$ cat config.mk
export PLATFORM = sky130hd
export DESIGN_NAME = bin2bcd_seq
export DESIGN_NICKNAME = d
export VERILOG_FILES = /design/src/rtl/bin2bcd_pkg.sv /design/src/rtl/bin2bcd_seq_digit_adj.sv /design/src/rtl/bin2bcd_seq.sv
export SDC_FILE = /design/constraint.sdc
export NUM_CORES = 1
export LEC_CHECK = 0
export ABC_AREA = 1
export CAP_MARGIN = 20
export CORE_MARGIN = 4
export CORE_UTILIZATION = 41
export CTS_BUF_LIST = sky130_fd_sc_hd__clkbuf_16
export DETAILED_ROUTE_END_ITERATION = 10
export SLEW_MARGIN = 40
export SYNTH_ARGS = -nofsm -noshare
export SYNTH_HDL_FRONTEND = slang
export SYNTH_SLANG_ARGS = --single-unit
$ cat constraint.sdc
create_clock -name clk -period 1.5 [get_ports clk]
set_input_delay 0.225 -clock clk [delete_from_list [all_inputs] [get_ports clk]]
set_output_delay 0.225 -clock clk [all_outputs]
set_load 0.03 [all_outputs]
$ cat src/rtl/bin2bcd_pkg.sv
// Shared types and constants for the sequential double-dabble converter.
// Optional build macro: BIN2BCD_BLANK_EN (leading-zero blank mask).
package bin2bcd_pkg;

    typedef enum logic [1:0] {
        IDLE,
        SHIFT,
        DONE
    } state_t;

    typedef logic [3:0] bcd_digit_t;

    localparam bcd_digit_t BCD_ADJ_THRESH = 4'd5;
    localparam bcd_digit_t BCD_ADJ_ADD    = 4'd3;

    // Decimal digits needed to show the largest WIDTH-bit value.
    function automatic int bcd_digits(input int width);
        longint unsigned v;
        int              n;
        v = (64'd1 << width) - 64'd1;
        n = 0;
        for (int i = 0; i < 20; i++) begin
            if (v != 0) begin
                v = v / 64'd10;
                n = n + 1;
            end
        end
        if (n == 0) begin
            n = 1;
        end
        return n;
    endfunction

endpackage

$ cat src/rtl/bin2bcd_seq_digit_adj.sv
// Double-dabble correction cell: a digit of 5..9 gets +3 before the shift.
// Purely combinational; 5..9 + 3 stays within 4 bits.
module bcd_digit_adj
    import bin2bcd_pkg::*;
(
    input  bcd_digit_t din,
    output bcd_digit_t dout
);

    always_comb begin
        dout = din;
        if (din >= BCD_ADJ_THRESH) begin
            dout = din + BCD_ADJ_ADD;
        end
    end

endmodule

$ cat src/rtl/bin2bcd_seq.sv
// Sequential binary-to-BCD converter, one double-dabble shift per clock.
// Optional build macro: BIN2BCD_BLANK_EN (registered leading-zero blank mask).
module bin2bcd_seq
    import bin2bcd_pkg::*;
#(
    parameter int WIDTH  = 16,
    parameter int DIGITS = bcd_digits(WIDTH)
) (
    input  logic                clk,
    input  logic                rst,
    input  logic [WIDTH-1:0]    bin_in,
    input  logic                load,
    output logic                busy,
    output logic [4*DIGITS-1:0] bcd_out,
    output logic                bcd_valid,
    output logic [DIGITS-1:0]   blank
);

    localparam int BW = 4 * DIGITS;
    localparam int CW = (WIDTH > 1) ? $clog2(WIDTH) : 1;
    localparam logic [CW-1:0] LAST = CW'(WIDTH - 1);

    state_t            state_q, state_d;
    logic [WIDTH-1:0]  bin_q, bin_d;
    logic [BW-1:0]     scr_q, scr_d;
    logic [CW-1:0]     cnt_q, cnt_d;
    logic [BW-1:0]     bcd_q, bcd_d;
    logic              valid_q, valid_d;
    logic [BW-1:0]     scr_adj;

    for (genvar g = 0; g < DIGITS; g++) begin : g_adj
        bcd_digit_adj u_adj (
            .din  (scr_q[4*g +: 4]),
            .dout (scr_adj[4*g +: 4])
        );
    end

    always_comb begin
        state_d = state_q;
        bin_d   = bin_q;
        scr_d   = scr_q;
        cnt_d   = cnt_q;
        bcd_d   = bcd_q;
        valid_d = 1'b0;
        unique case (state_q)
            IDLE: begin
                if (load) begin
                    state_d = SHIFT;
                    bin_d   = bin_in;
                    scr_d   = '0;
                    cnt_d   = '0;
                end
            end
            SHIFT: begin
                {scr_d, bin_d} = {scr_adj, bin_q} << 1;
                cnt_d          = cnt_q + 1'b1;
                if (cnt_q == LAST) begin
                    state_d = DONE;
                end
            end
            DONE: begin
                bcd_d   = scr_q;
                valid_d = 1'b1;
                state_d = IDLE;
            end
            default: begin
                state_d = IDLE;
            end
        endcase
    end

    always_ff @(posedge clk or negedge rst) begin
        if (!rst) begin
            state_q <= IDLE;
            bin_q   <= '0;
            scr_q   <= '0;
            cnt_q   <= '0;
            bcd_q   <= '0;
            valid_q <= 1'b0;
        end else begin
            state_q <= state_d;
            bin_q   <= bin_d;
            scr_q   <= scr_d;
            cnt_q   <= cnt_d;
            bcd_q   <= bcd_d;
            valid_q <= valid_d;
        end
    end

`ifdef BIN2BCD_BLANK_EN
    logic [DIGITS-1:0] blank_q, blank_d;
    logic [DIGITS-1:0] lz;
    logic              acc;

    // Digit i blanks only if it and every higher digit are zero; units never.
    always_comb begin
        lz  = '0;
        acc = 1'b1;
        for (int i = DIGITS - 1; i >= 1; i--) begin
            acc   = acc & (scr_q[4*i +: 4] == 4'd0);
            lz[i] = acc;
        end
    end

    always_comb begin
        blank_d = blank_q;
        if (state_q == DONE) begin
            blank_d = lz;
        end
    end

    always_ff @(posedge clk or negedge rst) begin
        if (!rst) begin
            blank_q <= '0;
        end else begin
            blank_q <= blank_d;
        end
    end

    assign blank = blank_q;
`else
    assign blank = '0;
`endif

    assign busy      = (state_q != IDLE);
    assign bcd_out   = bcd_q;
    assign bcd_valid = valid_q;

endmodule
Word-level counts from Yosys, hierarchy flattened
Index checks and enable logic that the tools add are counted.
{"block": "word_totals", "regBits": 63, "latchBits": 0, "ramBits": 0, "mem_bits_ro": 0, "in_bits": 19, "output_inout_bits": 27, "word_cells": 42, "memories": 0}
{"block": "classes", "n_addsub": 6, "n_mul": 0, "div_mod_pow": 0, "order_cmp": 5, "eq_ne": 5, "shifts": 0, "n_mux": 15, "n_bitwise": 0, "n_reduce_logical": 5}
{"op": "$pmux 20 s2", "n": 1}
{"op": "$pmux 16 s2", "n": 1}
{"op": "$ge 4x3->1 const B", "n": 5}
{"op": "$mux 20", "n": 1}
{"op": "$mux 4", "n": 5}
{"op": "$add 4x2->4 const B", "n": 4}
{"op": "$mux 16", "n": 1}
{"op": "$pmux 4 s2", "n": 1}
{"op": "$add 4x1->4 const B", "n": 1}
{"op": "$eq 4x4->1 const B", "n": 1}
{"op": "$mux 2", "n": 2}
{"op": "$ne 2x2->1 const B", "n": 2}
{"op": "$pmux 2 s2", "n": 1}
{"op": "$reduce_and 2->1", "n": 2}
{"op": "$reduce_bool 2->1", "n": 2}
{"op": "$add 3x2->3 const B", "n": 1}
{"op": "$mux 3", "n": 1}
{"op": "$eq 2x1->1 const B", "n": 1}
{"op": "$eq 2x2->1 const B", "n": 1}
{"op": "$logic_not 2->1", "n": 1}
{"op": "$mux 1", "n": 1}

Logic depth before layout (Yosys ltp)
{"block": "depth", "ltp_word": 3, "ltp_mapped": 8}

By module
A second synthesis with hierarchy kept.
{"block": "hier_totals", "hier_cells": 393, "hier_area_um2": 3301.9}
{"mod": "bin2bcd_seq", "n_inst": 1, "cells_each": 278, "area_each_um2": 2626.3, "seq_area_each_um2": 1576.5}
{"mod": "bcd_digit_adj", "n_inst": 5, "cells_each": 23, "area_each_um2": 135.1, "seq_area_each_um2": 0.0}

Worst setup path after synthesis
OpenSTA, ideal clock, no wires.
{"block": "synth_path", "path_type": "register to register", "from": "reg scr_q[4]", "to": "reg scr_q[5]", "setup_ns": 0.117, "t_arrival_ns": 1.015, "t_required_ns": 1.383, "path_slack_ns": 0.367, "path_stages_with_launch": 9, "n_path_buf": 0, "period_less_slack_ns": 1.133, "path_cell_list": "dfrtp_1 inv_1 ha_1 inv_1 nand2_1 nand3_1 nand2_1 nand3_1 nand2_1"}
{"block": "synth_between", "elab_chain_len": 3, "elab_cells_between_ends": 4, "cone_classes": "add/sub (1); order compare (1); mux (2)"}
{"element": "from (decl)", "line": "bin2bcd_seq.sv:25", "rtl": "logic [BW-1:0] scr_q, scr_d;"}
{"element": "from (signal assigned)", "line": "bin2bcd_seq.sv:83", "rtl": "scr_q <= scr_d;"}
{"element": "$add 4x2->4 or $ge 4x3->1 (tied branches)", "line": "bin2bcd_seq_digit_adj.sv:13, bin2bcd_seq_digit_adj.sv:12"}
{"element": "$mux 4 (*)", "line": "bin2bcd_seq_digit_adj.sv:12", "rtl": "if (din >= BCD_ADJ_THRESH) begin"}
{"element": "$pmux 20 s2 (*)", "line": "bin2bcd_seq.sv:45", "rtl": "unique case (state_q)"}
Every way passes the cells marked *; elsewhere a longest branch is shown, timed or not.
A chain may end at the register's enable or synchronous reset.

Worst setup path in the final report
{"block": "layout_path", "from": "reg state_q[0]", "to": "out busy"}
{"block": "layout_between", "elab_chain_len": 1}
{"element": "from (decl)", "line": "bin2bcd_seq.sv:23", "rtl": "state_t state_q, state_d;"}
{"element": "from (signal assigned)", "line": "bin2bcd_seq.sv:81", "rtl": "state_q <= state_d;"}
{"element": "$reduce_bool 2->1", "line": "bin2bcd_seq.sv:125", "rtl": "assign busy = (state_q != IDLE);"}
{"element": "to (decl)", "line": "bin2bcd_seq.sv:13", "rtl": "output logic busy,"}
Every way passes these cells.

==> results.md <==
* Combinational power share at 40.6%
* WP data required at 1270 ps
* RSZ-0062 raised after global routing: false
* Hold path startpoint: bin_in[0]
* Mapped Cells at 365
* Largest net degree at the start of global routing at 64
* Cells after DPL at 492
* Rel. slew slack at 65.2%
* Switching pwr at 3.12 mW
* Die Span X at 93.7 um
* Crit share post-route at 93.9%
* Synthesized flop and latch total at 63
* N_diodes at 0
* Layout Nets at 438
* Detail Route Antenna Nets at 0
* Die Span Y at 93.7 um
* Area grow syn2layout at 23.7%
* Setup crit end kind: primary output
* Worst vdd ir at 0.824 mV
* Syn avg cell area at 8.25 um^2
* Final hold violations at 0
* Total Wirelength at 5910 um
* GRT Total Usage at 15.1%
* Remaining DRCs at 0
* Congestion Overflow GR at 0
* Die area at 8780 um^2
* Worst r2r src: state_q[0]
* Internal power at 4.58 mW
* Wire length per cell at 11.6 um
* Post-DP HPWL at 3830 um
* Clock Latency Late Sink at 320 ps
* Max cap viols at 0
* Leakage at 1.92 nW
* IO Pins at 46
* Area of the multi-input gates at 1220 um^2
* Starting density of the core at 43.1%
* CP arrival at 1180 ps
* Vias in the first global route at 2321
* Yosys warns at 0
* Final Critical Period at 1410 ps
* R2R cell count at 5
* Switching power share of the total at 40.5%
* Startpoint types: flip-flop
* Filler cells at 686
* Layout Skew at 3.62 ps
* Clock network fraction of total power at 22.4%
* Max Buffers Root-to-Sink at 2
* Clock slew at reported path FFs at 50 ps
* Post-synthesis sequential area ratio at 52.3%
* H-tree levels at 3
* CTS buffer count at 9
* First-pass GRT wire length at 10500 um
* Clock sink total at 63
* Hold slack at 442 ps
* Mapped Area at 3010 um^2
* Reg area at 1580 um^2
* TritonCTS clock tree: built
* Hold Crit Class: primary input to flip-flop
* Core Region at 6980 um^2
* Power per cell area at 2070 nW/um^2
* Final setup viols at 0
* Share of layout cells above drive strength 1 at 6.08%
* DRT iter0 DRCs at 148
* Final-report max-slew violation count at 0
* Site Rows at 30
* Status: finished, final reports clean
* Worst slew pin tran at 521 ps
* Critical path fanouts, max at 4
* CP Class: flip-flop to primary output
* Placer Congestion at 0.719
* FMAX at 710 MHz
* Synth cell types at 18
* Initial antenna violation count at 0
* Port Buffers at 40
* Finished Layout Cells at 507
* Vias at 2355
* Root Buffer: clkbuf_16
* WHS Path Cells at 3
* Mean number of vias per cell at 4.64
* Reg power frac at 37.1%
* TritonRoute pass-1 iters at 4
* CP startpoint: state_q[0]
[power by group through the flow]
stage                     clock (mW)  sequential [mW]  combinational, mW
final                           1.72             2.85               3.12
after floorplan                    0             3.11               2.09
after global placement             0             2.87               3.21
after detailed placement           0             2.88               3.27
after global routing            1.86             2.96               3.66
after CTS                       1.79             2.85               3.15
[state kept, by name (all words and copies together), names as in the netlist]
name and cells:
bin_q 16, scr_q 20, bcd_out 20, state_q 2
bcd_valid 1, cnt_q 4
[placed cells by master, fill, tap and decap left out]
master and n:
dlygate4sd2_1 21, clkinv_1 2, nand2_2 3, a21oi_1 2
buf_4 3, buf_12 2, nand2_1 132, clkbuf_16 9
conb_1 5, nor2_1 6, nor2_2 1, inv_2 2
clkdlybuf4s15_2 1, clkdlybuf4s50_1 17, dfrtp_1 63, inv_1 31
nand3_1 42, dlygate4sd3_1 1, buf_2 1, nor2_4 1
nand4_1 11, o21bai_1 3, o21ai_0 39, inv_4 1
ha_1 11, clkinv_2 1
[layout make-up]
cell class / instances / area share [%]
clock buffer: 9 / 6.05
multi-input combinational: 256 / 32.7
inverter: 32 / 3.29
sequential: 63 / 42.3
tap: 96 / 3.22
timing repair buffer: 46 / 11.9
clock inverter: 5 / 0.537
[routing by layer]
layer	wire, um	track usage (%)
met1	2910	19.3
met3	260	4.09
met2	2650	24.7
met5	0	0
met4	89	5.42
[worst max-delay path, stage by stage, from the launching register on]
cell and delay (ps):
dfrtp_1 420, nor2_2 130, inv_1 40, clkdlybuf4s15_2 270
[stage by stage]
step | total power, mW | util (%) | setup WS (ps) | cell area (um^2) | setup TNS [ps]
after detailed placement | 6.15 | 50.0 | -22.8 | 3490 | -128
final | 7.69 | 53.4 | 91.4 | 3720 | 0
after floorplan | 5.20 | - | 367 | 3030 | 0
after CTS | 7.79 | 53.3 | 24.5 | 3720 | 0
after global placement | 6.07 | 50.0 | 6.49 | 3490 | 0
after global routing | 8.48 | 53.4 | 22.1 | 3720 | 0
[what timing repair did]
item                                    in CTS  in global routing
endpoints found under the setup margin      22                 27
resized for setup                           24                  3
setup buffers                                0                  0
hold endpoints to repair                    63                  0
hold buffers                                 1                  0
[kinds of logic after synthesis]
group,count (synthesis),synth area share (%)
buffers and inverters,50,7.81
AO/OA/AOI/OAI,44,7.56
other,1,0.125
AND/OR/NAND/NOR,196,27.6
flip-flops,63,52.3
adder cells (fa/ha/maj),11,4.57
[path summary, 6_finish.rpt]
check,to,slack (ps)
min in group asynchronous,bcd_out[7],460
worst max register to register,bin_q[11],190
max in group asynchronous,scr_q[1],760
worst min-delay path,bin_q[0],440
worst min register to register,bcd_out[10],470
worst max-delay path,busy,90
[Yosys cell counts (all sizes together)]
| library cell | number | area (um^2) |
|---|---|---|
| nor2 | 8 | 37.5 |
| inv | 32 | 120 |
| nand2 | 135 | 514 |
| dfrtp | 63 | 1580 |
| buf | 16 | 108 |
| o21bai | 3 | 22.5 |
| conb | 1 | 3.75 |
| ha | 11 | 138 |
| o21ai | 39 | 195 |
| nand3 | 42 | 210 |
| a21oi | 2 | 10.0 |
| nand4 | 11 | 68.8 |
| clkbuf | 2 | 7.51 |
No activity file was read; power rests on OpenSTA's default activity.
